### src/rtl/credit_fifo.sv
// credit_fifo: receiver-side buffer for a credit-flow-controlled link.
// The sender spends one credit per push. This block stores pushed words
// and drains them through a valid/ready port. After reset it returns DEPTH
// initial credits, and then one credit for each popped entry, at most one
// credit per cycle.
//
// Ports:
//   clk        - clock, rising edge
//   rst        - asynchronous reset, active low
//   in_push    - sender writes in_data this cycle
//   in_data    - write data
//   out_valid  - head entry available (combinational from registered count)
//   out_ready  - consumer accepts head entry
//   out_data   - head entry (combinational read of storage)
//   credit_ret - one-cycle credit pulse to the sender counter's inc
//   count      - current occupancy, 0..DEPTH
//   overflow   - sticky flag, set by a push while full
module credit_fifo #(
  parameter int unsigned DEPTH     = 8,
  parameter int unsigned WIDTH     = 8,
  parameter int unsigned CNT_WIDTH = $clog2(DEPTH + 1),
  parameter int unsigned PTR_WIDTH = (DEPTH > 1) ? $clog2(DEPTH) : 1
) (
  input  logic                 clk,
  input  logic                 rst,
  input  logic                 in_push,
  input  logic [WIDTH-1:0]     in_data,
  output logic                 out_valid,
  input  logic                 out_ready,
  output logic [WIDTH-1:0]     out_data,
  output logic                 credit_ret,
  output logic [CNT_WIDTH-1:0] count,
  output logic                 overflow
);

  localparam logic [CNT_WIDTH-1:0] FULL_CNT = CNT_WIDTH'(DEPTH);
  localparam logic [PTR_WIDTH-1:0] LAST_PTR = PTR_WIDTH'(DEPTH - 1);

  logic [WIDTH-1:0]     mem [DEPTH];
  logic [PTR_WIDTH-1:0] wr_ptr, wr_ptr_nxt;
  logic [PTR_WIDTH-1:0] rd_ptr, rd_ptr_nxt;
  logic [CNT_WIDTH-1:0] count_nxt;
  logic [CNT_WIDTH-1:0] pending, pending_nxt;
  logic                 credit_nxt;
  logic                 overflow_nxt;

  logic full;
  logic pop;
  logic push_ok;

  // Head of queue is visible straight from registered state.
  assign out_valid = (count != '0);
  assign out_data  = mem[rd_ptr];

  assign full    = (count == FULL_CNT);
  assign pop     = out_valid & out_ready;
  assign push_ok = in_push & ~full;

  // Next-state computation for pointers, occupancy and credit return.
  always_comb begin
    wr_ptr_nxt   = wr_ptr;
    rd_ptr_nxt   = rd_ptr;
    count_nxt    = count;
    pending_nxt  = pending;
    credit_nxt   = 1'b0;
    overflow_nxt = overflow;

    // Pointers wrap by explicit compare so DEPTH need not be a power of two.
    if (push_ok) begin
      wr_ptr_nxt = (wr_ptr == LAST_PTR) ? '0 : wr_ptr + PTR_WIDTH'(1);
    end
    if (pop) begin
      rd_ptr_nxt = (rd_ptr == LAST_PTR) ? '0 : rd_ptr + PTR_WIDTH'(1);
    end

    case ({push_ok, pop})
      2'b10:   count_nxt = count + CNT_WIDTH'(1);
      2'b01:   count_nxt = count - CNT_WIDTH'(1);
      default: count_nxt = count;
    endcase

    // A push while full is dropped but latched as an error, even when a
    // pop frees a slot on the same edge.
    if (in_push && full) begin
      overflow_nxt = 1'b1;
    end

    // Pending credits drain one per cycle; pops queue behind the initial
    // credits. pending + sender credits + count == DEPTH, so no overflow.
    credit_nxt  = (pending != '0);
    pending_nxt = pending - CNT_WIDTH'(credit_nxt) + CNT_WIDTH'(pop);
  end

  // Control state registers.
  always_ff @(posedge clk or negedge rst) begin
    if (!rst) begin
      wr_ptr     <= '0;
      rd_ptr     <= '0;
      count      <= '0;
      pending    <= FULL_CNT;
      credit_ret <= 1'b0;
      overflow   <= 1'b0;
    end else begin
      wr_ptr     <= wr_ptr_nxt;
      rd_ptr     <= rd_ptr_nxt;
      count      <= count_nxt;
      pending    <= pending_nxt;
      credit_ret <= credit_nxt;
      overflow   <= overflow_nxt;
    end
  end

  // Storage is not reset; a word is readable the cycle after its push.
  always_ff @(posedge clk) begin
    if (push_ok) begin
      mem[wr_ptr] <= in_data;
    end
  end

endmodule

### config.mk
export PLATFORM = sky130hd
export DESIGN_NAME = credit_fifo
export DESIGN_NICKNAME = d
export VERILOG_FILES = /design/src/rtl/credit_fifo.sv
export SDC_FILE = /design/constraint.sdc
export NUM_CORES = 1
export LEC_CHECK = 0
export CAP_MARGIN = 20
export CELL_PAD_IN_SITES_DETAIL_PLACEMENT = 1
export CELL_PAD_IN_SITES_GLOBAL_PLACEMENT = 1
export CORE_MARGIN = 3
export CORE_UTILIZATION = 39
export DETAILED_ROUTE_END_ITERATION = 16
export GPL_TIMING_DRIVEN = 0
export HOLD_SLACK_MARGIN = 0.06
export PLACE_DENSITY_LB_ADDON = 0.3
export REMOVE_ABC_BUFFERS = 1
export SKIP_LAST_GASP = 1
export SLEW_MARGIN = 20
export SYNTH_ARGS = -nofsm -noshare
export SYNTH_HDL_FRONTEND = slang
export SYNTH_SLANG_ARGS = --single-unit
### constraint.sdc
create_clock -name clk -period 5.1 [get_ports clk]
set_input_delay 0.765 -clock clk [delete_from_list [all_inputs] [get_ports clk]]
set_output_delay 0.765 -clock clk [all_outputs]
set_load 0.01 [all_outputs]
# [After elaboration in Yosys (flattened, before gate mapping)]
# Memory sizes are Yosys's and may differ from the RTL's.
# Cells that the tools add are included.
[word_totals] input_bits=12 elab_cells=30 mem_count=1 ram_bits=64 ff_bits=16
[mem_list] memory="mem" depth=8 word_bits=8 rd=1 rd_ports_with_merged_regs=0 write_ports=1 line="39" text="logic [WIDTH-1:0] mem [DEPTH];"
[classes] add_sub_neg=6 n_bitwise=3 muxes=5 reduce_logical=4 n_eq_ne=5
[ops] cell="4-bit one-hot mux with 2 select lines" n=1
[ops] cell="4-bit nonzero test" n=2
[ops] cell="3-bit by 1-bit adder with 3-bit output (second input constant)" n=2
[ops] cell="3-bit equality test (second input constant)" n=2
[ops] cell="3-bit two-way mux" n=2
[ops] cell="4-bit by 1-bit adder with 4-bit output" n=1
[ops] cell="4-bit by 1-bit adder with 4-bit output (second input constant)" n=1
[ops] cell="4-bit equality test (second input constant)" n=1
[ops] cell="4-bit by 1-bit subtractor with 4-bit output" n=1
[ops] cell="4-bit by 1-bit subtractor with 4-bit output (second input constant)" n=1
[ops] cell="1-bit bitwise AND" n=2
[ops] cell="2-bit by 1-bit equality test with 1-bit output (second input constant)" n=1
[ops] cell="2-bit equality test (second input constant)" n=1
[ops] cell="1-bit two-way mux" n=2
[ops] cell="2-bit nonzero test" n=1
[ops] cell="1-bit logical AND" n=1
[ops] cell="1-bit inverter" n=1

# [Depth between registers and ports, before layout]
[logic_depth] ltp_word=5 mapped_depth=10

# [Worst setup path after synthesis]
# Ideal clock, no wire load.
[synth_path] kind="register -> register" from="register count[1]" to="register count[2]" path_slack_ns=2.695 arrival_ns=2.274 period_less_slack_ns=2.405 stages_incl_launch_ff=11 required_ns=4.969 setup_time_ns=0.131 n_path_buf=0 cell_sequence="dfrtp_1 or4_4 nand2_4 inv_1 ha_1 xor2_1 ha_1 a21oi_1 xor2_1 nor2_1 xor2_1"
[synth_rtl] element="from (decl)" line="32" text="output logic [CNT_WIDTH-1:0] count,"
[synth_rtl] element="from (signal assigned)" line="106" text="count <= count_nxt;"
[synth_rtl] element="4-bit nonzero test *" line="52" text="assign out_valid = (count != '0);"
[synth_rtl] element="net out_valid" line="28" text="output logic out_valid,"
[synth_rtl] element="1-bit bitwise AND *" line="56" text="assign pop = out_valid & out_ready;"
[synth_rtl] element="net pop" line="48" text="logic pop;"
[synth_rtl] element="2-bit by 1-bit equality test with 1-bit output or 2-bit equality test (tied branches)" line="76" text="case ({push_ok, pop})"
[synth_rtl] element="4-bit one-hot mux with 2 select lines or 2-bit nonzero test (tied branches)"
# The timed path passes the listed nets; every way through them passes the cells marked *.
# A chain may end at the register's enable or synchronous reset.

# [Worst setup path after layout]
[layout_path] from="register rd_ptr[0]" to="output out_data[4]"
[layout_via] elab_chain_cells=1
[layout_rtl] element="from (decl)" line="41" text="logic [PTR_WIDTH-1:0] rd_ptr, rd_ptr_nxt;"
[layout_rtl] element="from (signal assigned)" line="105" text="rd_ptr <= rd_ptr_nxt;"
[layout_rtl] element="memory read 8 x 8 bit"
[layout_rtl] element="to (decl)" line="30" text="output logic [WIDTH-1:0] out_data,"
# Every way passes these cells.

==> summary.txt <==
Power and ir drop
  • Max VDD drop: 0.000261 V
  • Pwr Total: 2280 uW
  • Sequential share of power: 44.9%
  • Comb power frac: 33.9%
  • Leak pwr: 0.00146 uW
  • Clk pwr share: 21.2%
  • Psw: 721 uW
  • Cell-internal power: 1560 uW
  • PwrDens: 568 nW/um^2
  • Sw Ratio: 31.6%

GRT
  • Tot GR Track Use: 13.2%
  • Vias in the first global route: 1743
  • Most Used Layer, Global Route: met2
  • Initial antenna violation count: 0
  • Largest net degree at the start of global routing: 20
  • First-pass GRT wire length: 9630 um
  • Grt ovf: 0
  • Met2 Use GR: 20.4%
  • GR Util met1: 18.0%
  • GRT met3 Usage: 3.86%

Timing
  • Period utilisation layout: 70.7%
  • Sum of negative setup slack: 0 ns
  • Slew @ Worst Pin: 1.05 ns
  • Final count of hold timing violations: 0
  • Max Slew Vio Count: 0
  • Hold Slack: 0.475 ns
  • Slew Limit Headroom: 29.7%
  • Clock skew: 0.00740 ns
  • Setup Viol. Count Final: 0
  • Unrepaired setup endpoints after global routing: false
  • FMAX: 277 MHz
  • Minimum clock period: 3.61 ns

CTS
  • Worst-skew pair later-pin latency: 0.35 ns
  • CTS resizes: 0
  • Post-CTS setup repair buffer count: 0
  • Sink Count: 80
  • CTS max path bufs: 2
  • Total CTS buffers: 9
  • Cts hold-fix bufs: 0
  • Root buf cell: clkbuf_8
  • Clk pin slew, worst setup/hold paths: 0.08 ns
  • CTS tree: built
  • Htree depth: 3

Floorplanning
  • Core Rows: 33
  • Core ar.: 8340 sq um
  • IO Pins: 27
  • Starting Density: 40.9%
  • Die height: 99.6 um
  • DIE AREA: 9910 sq um
  • Die X: 99.6 um

Place
  • I/O Buffers: 26
  • Gpl congestion: 0.662
  • HPWL after DPL: 3970 um

Routing
  • Wirelength per Cell: 18.3 um
  • Initial DRC Count: 87
  • Detailed-router iteration count before antenna repair: 4
  • Detail Route Antenna Nets: 0
  • Drt via density: 5.16
  • WL final: 5970 um
  • DRC Markers: 0
  • Total number of vias: 1683

Logic synthesis
  • Post-synth cell types: 35
  • Primary FF master, synth: edfxtp_1
  • Mapped cell area: 3410 sq um
  • Syn Inst Count: 180
  • FF+latch count, synth: 80
  • Mapped Avg Cell Area: 19.0 sq um
  • Number of flops mapped to enable cells by yosys: 64
  • Async set-reset flop share out of synthesis: 20.0%
  • Register area share after synthesis: 68.0%
  • Warnings from Yosys: 0

Worst setup path
  • CP Class: flip-flop to output pin
  • Worst Setup End Kind: output pin
  • Crit path DAT: 2.84 ns
  • Worst reg-to-reg path cell count: 10
  • Startpoint types: flip-flop
  • Largest fanout on the critical path: 19
  • CP required: 4.34 ns

Min path
  • Hold Path Stages: 1
  • Path category of the worst min-delay check: flip-flop to flip-flop

Status
  • Status: finished, final reports clean

Final layout
  • Post-layout nets: 241
  • Commonest non-fill, non-tap cells in the layout: 64 x edfxtp_1, 26 x clkdlybuf4s50_1, 15 x dfrtp_1
  • Most common cell after layout, fill and taps aside: edfxtp_1
  • # diodes: 0
  • Synthesis-to-layout area growth: 17.8%
  • FILL cells: 811
  • Fraction of layout cells with a size suffix above 1: 23.1%

Job
  • Max Cap Viol: 0
[synth_stat cells (2+ instances only)]
cell type / instances / area, sq um
dfrtp_1: 15 / 375
a21o_1: 2 / 15.0
nand2b_1: 5 / 31.3
nand2_1: 5 / 18.8
xnor2_1: 2 / 17.5
nor3_1: 8 / 40.0
edfxtp_1: 64 / 1920
nor2_1: 5 / 18.8
a21oi_1: 2 / 10.0
mux2_2: 3 / 33.8
nor4_1: 2 / 12.5
o21ai_0: 2 / 10.0
inv_1: 6 / 22.5
mux4_2: 8 / 180
mux2_4: 8 / 120
ha_1: 12 / 150
nand3_1: 2 / 10.0
mux4_1: 8 / 210
xor2_1: 5 / 43.8
[cell families after synthesis]
logic type / count (synthesis) / synth area share (%)
buf+inv: 12 / 2.16
fa+ha+maj: 13 / 4.98
simple gates: 31 / 4.98
flops: 80 / 68.0
compound gates: 10 / 2.09
mux: 27 / 15.9
xor+xnor: 7 / 1.80
[registers in the layout, indices dropped and copies added (netlist names)]
register / flops
wr_ptr: 3
rd_ptr: 3
count: 4
credit_ret: 1
overflow: 1
mem: 64
pending: 4
[area by class of cell]
cell class / instances / area (sq um) / area share [%]
clock inverter: 7 / 83.8 / 2.08
sequential: 80 / 2320 / 57.7
tap: 105 / 131 / 3.26
inverter: 6 / 22.5 / 0.560
timing repair buffer: 31 / 295 / 7.34
multi-input combinational: 88 / 1040 / 25.9
clock buffer: 9 / 124 / 3.08
[stage by stage]
| stage | setup WS [ns] | utilization [%] | instances | instance area [sq um] |
|---|---|---|---|---|
| 6_report | 1.49 | 48.2 | 326 | 4020 |
| 5_1_grt | 1.34 | 48.2 | 326 | 4020 |
| 3_3_place_gp | 1.50 | 45.0 | 305 | 3750 |
| 4_1_cts | 1.41 | 48.2 | 326 | 4020 |
| 2_1_floorplan | 2.61 | - | 174 | 3360 |
| 3_5_place_dp | 1.80 | 45.8 | 310 | 3820 |
[critical path: stages (launching register included)]
cell and delay, ns:
dfrtp_1 1.04, mux4_1 0.69, mux2_4 0.28, clkdlybuf4s50_1 0.47
[power by group through the flow]
stage                     Combinational, uW  Clock, uW  Sequential, uW
after global placement                  752          0            1030
final                                   774        483            1030
after global routing                    854        531            1050
after detailed placement                790          0            1050
after CTS                               791        497            1030
after floorplan                         503          0             994
[final timing paths]
kind / from / endpoint / slack (ns)
hold / removal: overflow$_DFFE_PN0P_ / overflow$_DFFE_PN0P_ / 0.47
hold reg to reg: overflow$_DFFE_PN0P_ / overflow$_DFFE_PN0P_ / 0.47
setup reg to reg: count[1]$_DFFE_PN0P_ / count[2]$_DFFE_PN0P_ / 2.61
max in group asynchronous: rst / pending[0]$_DFF_PN0_ / 3.78
min in group asynchronous: rst / count[2]$_DFFE_PN0P_ / 0.86
setup / recovery: rd_ptr[0]$_DFFE_PN0P_ / out_data[4] / 1.49
[layer usage]
layer | share of wire (%) | up-vias
met5 | 0 | -
met3 | 2.8 | 8
met1 | 48 | 864
li1 | - | 787
met2 | 48 | 24
met4 | 1.3 | 0
No activity file was read; power rests on OpenSTA's default activity.
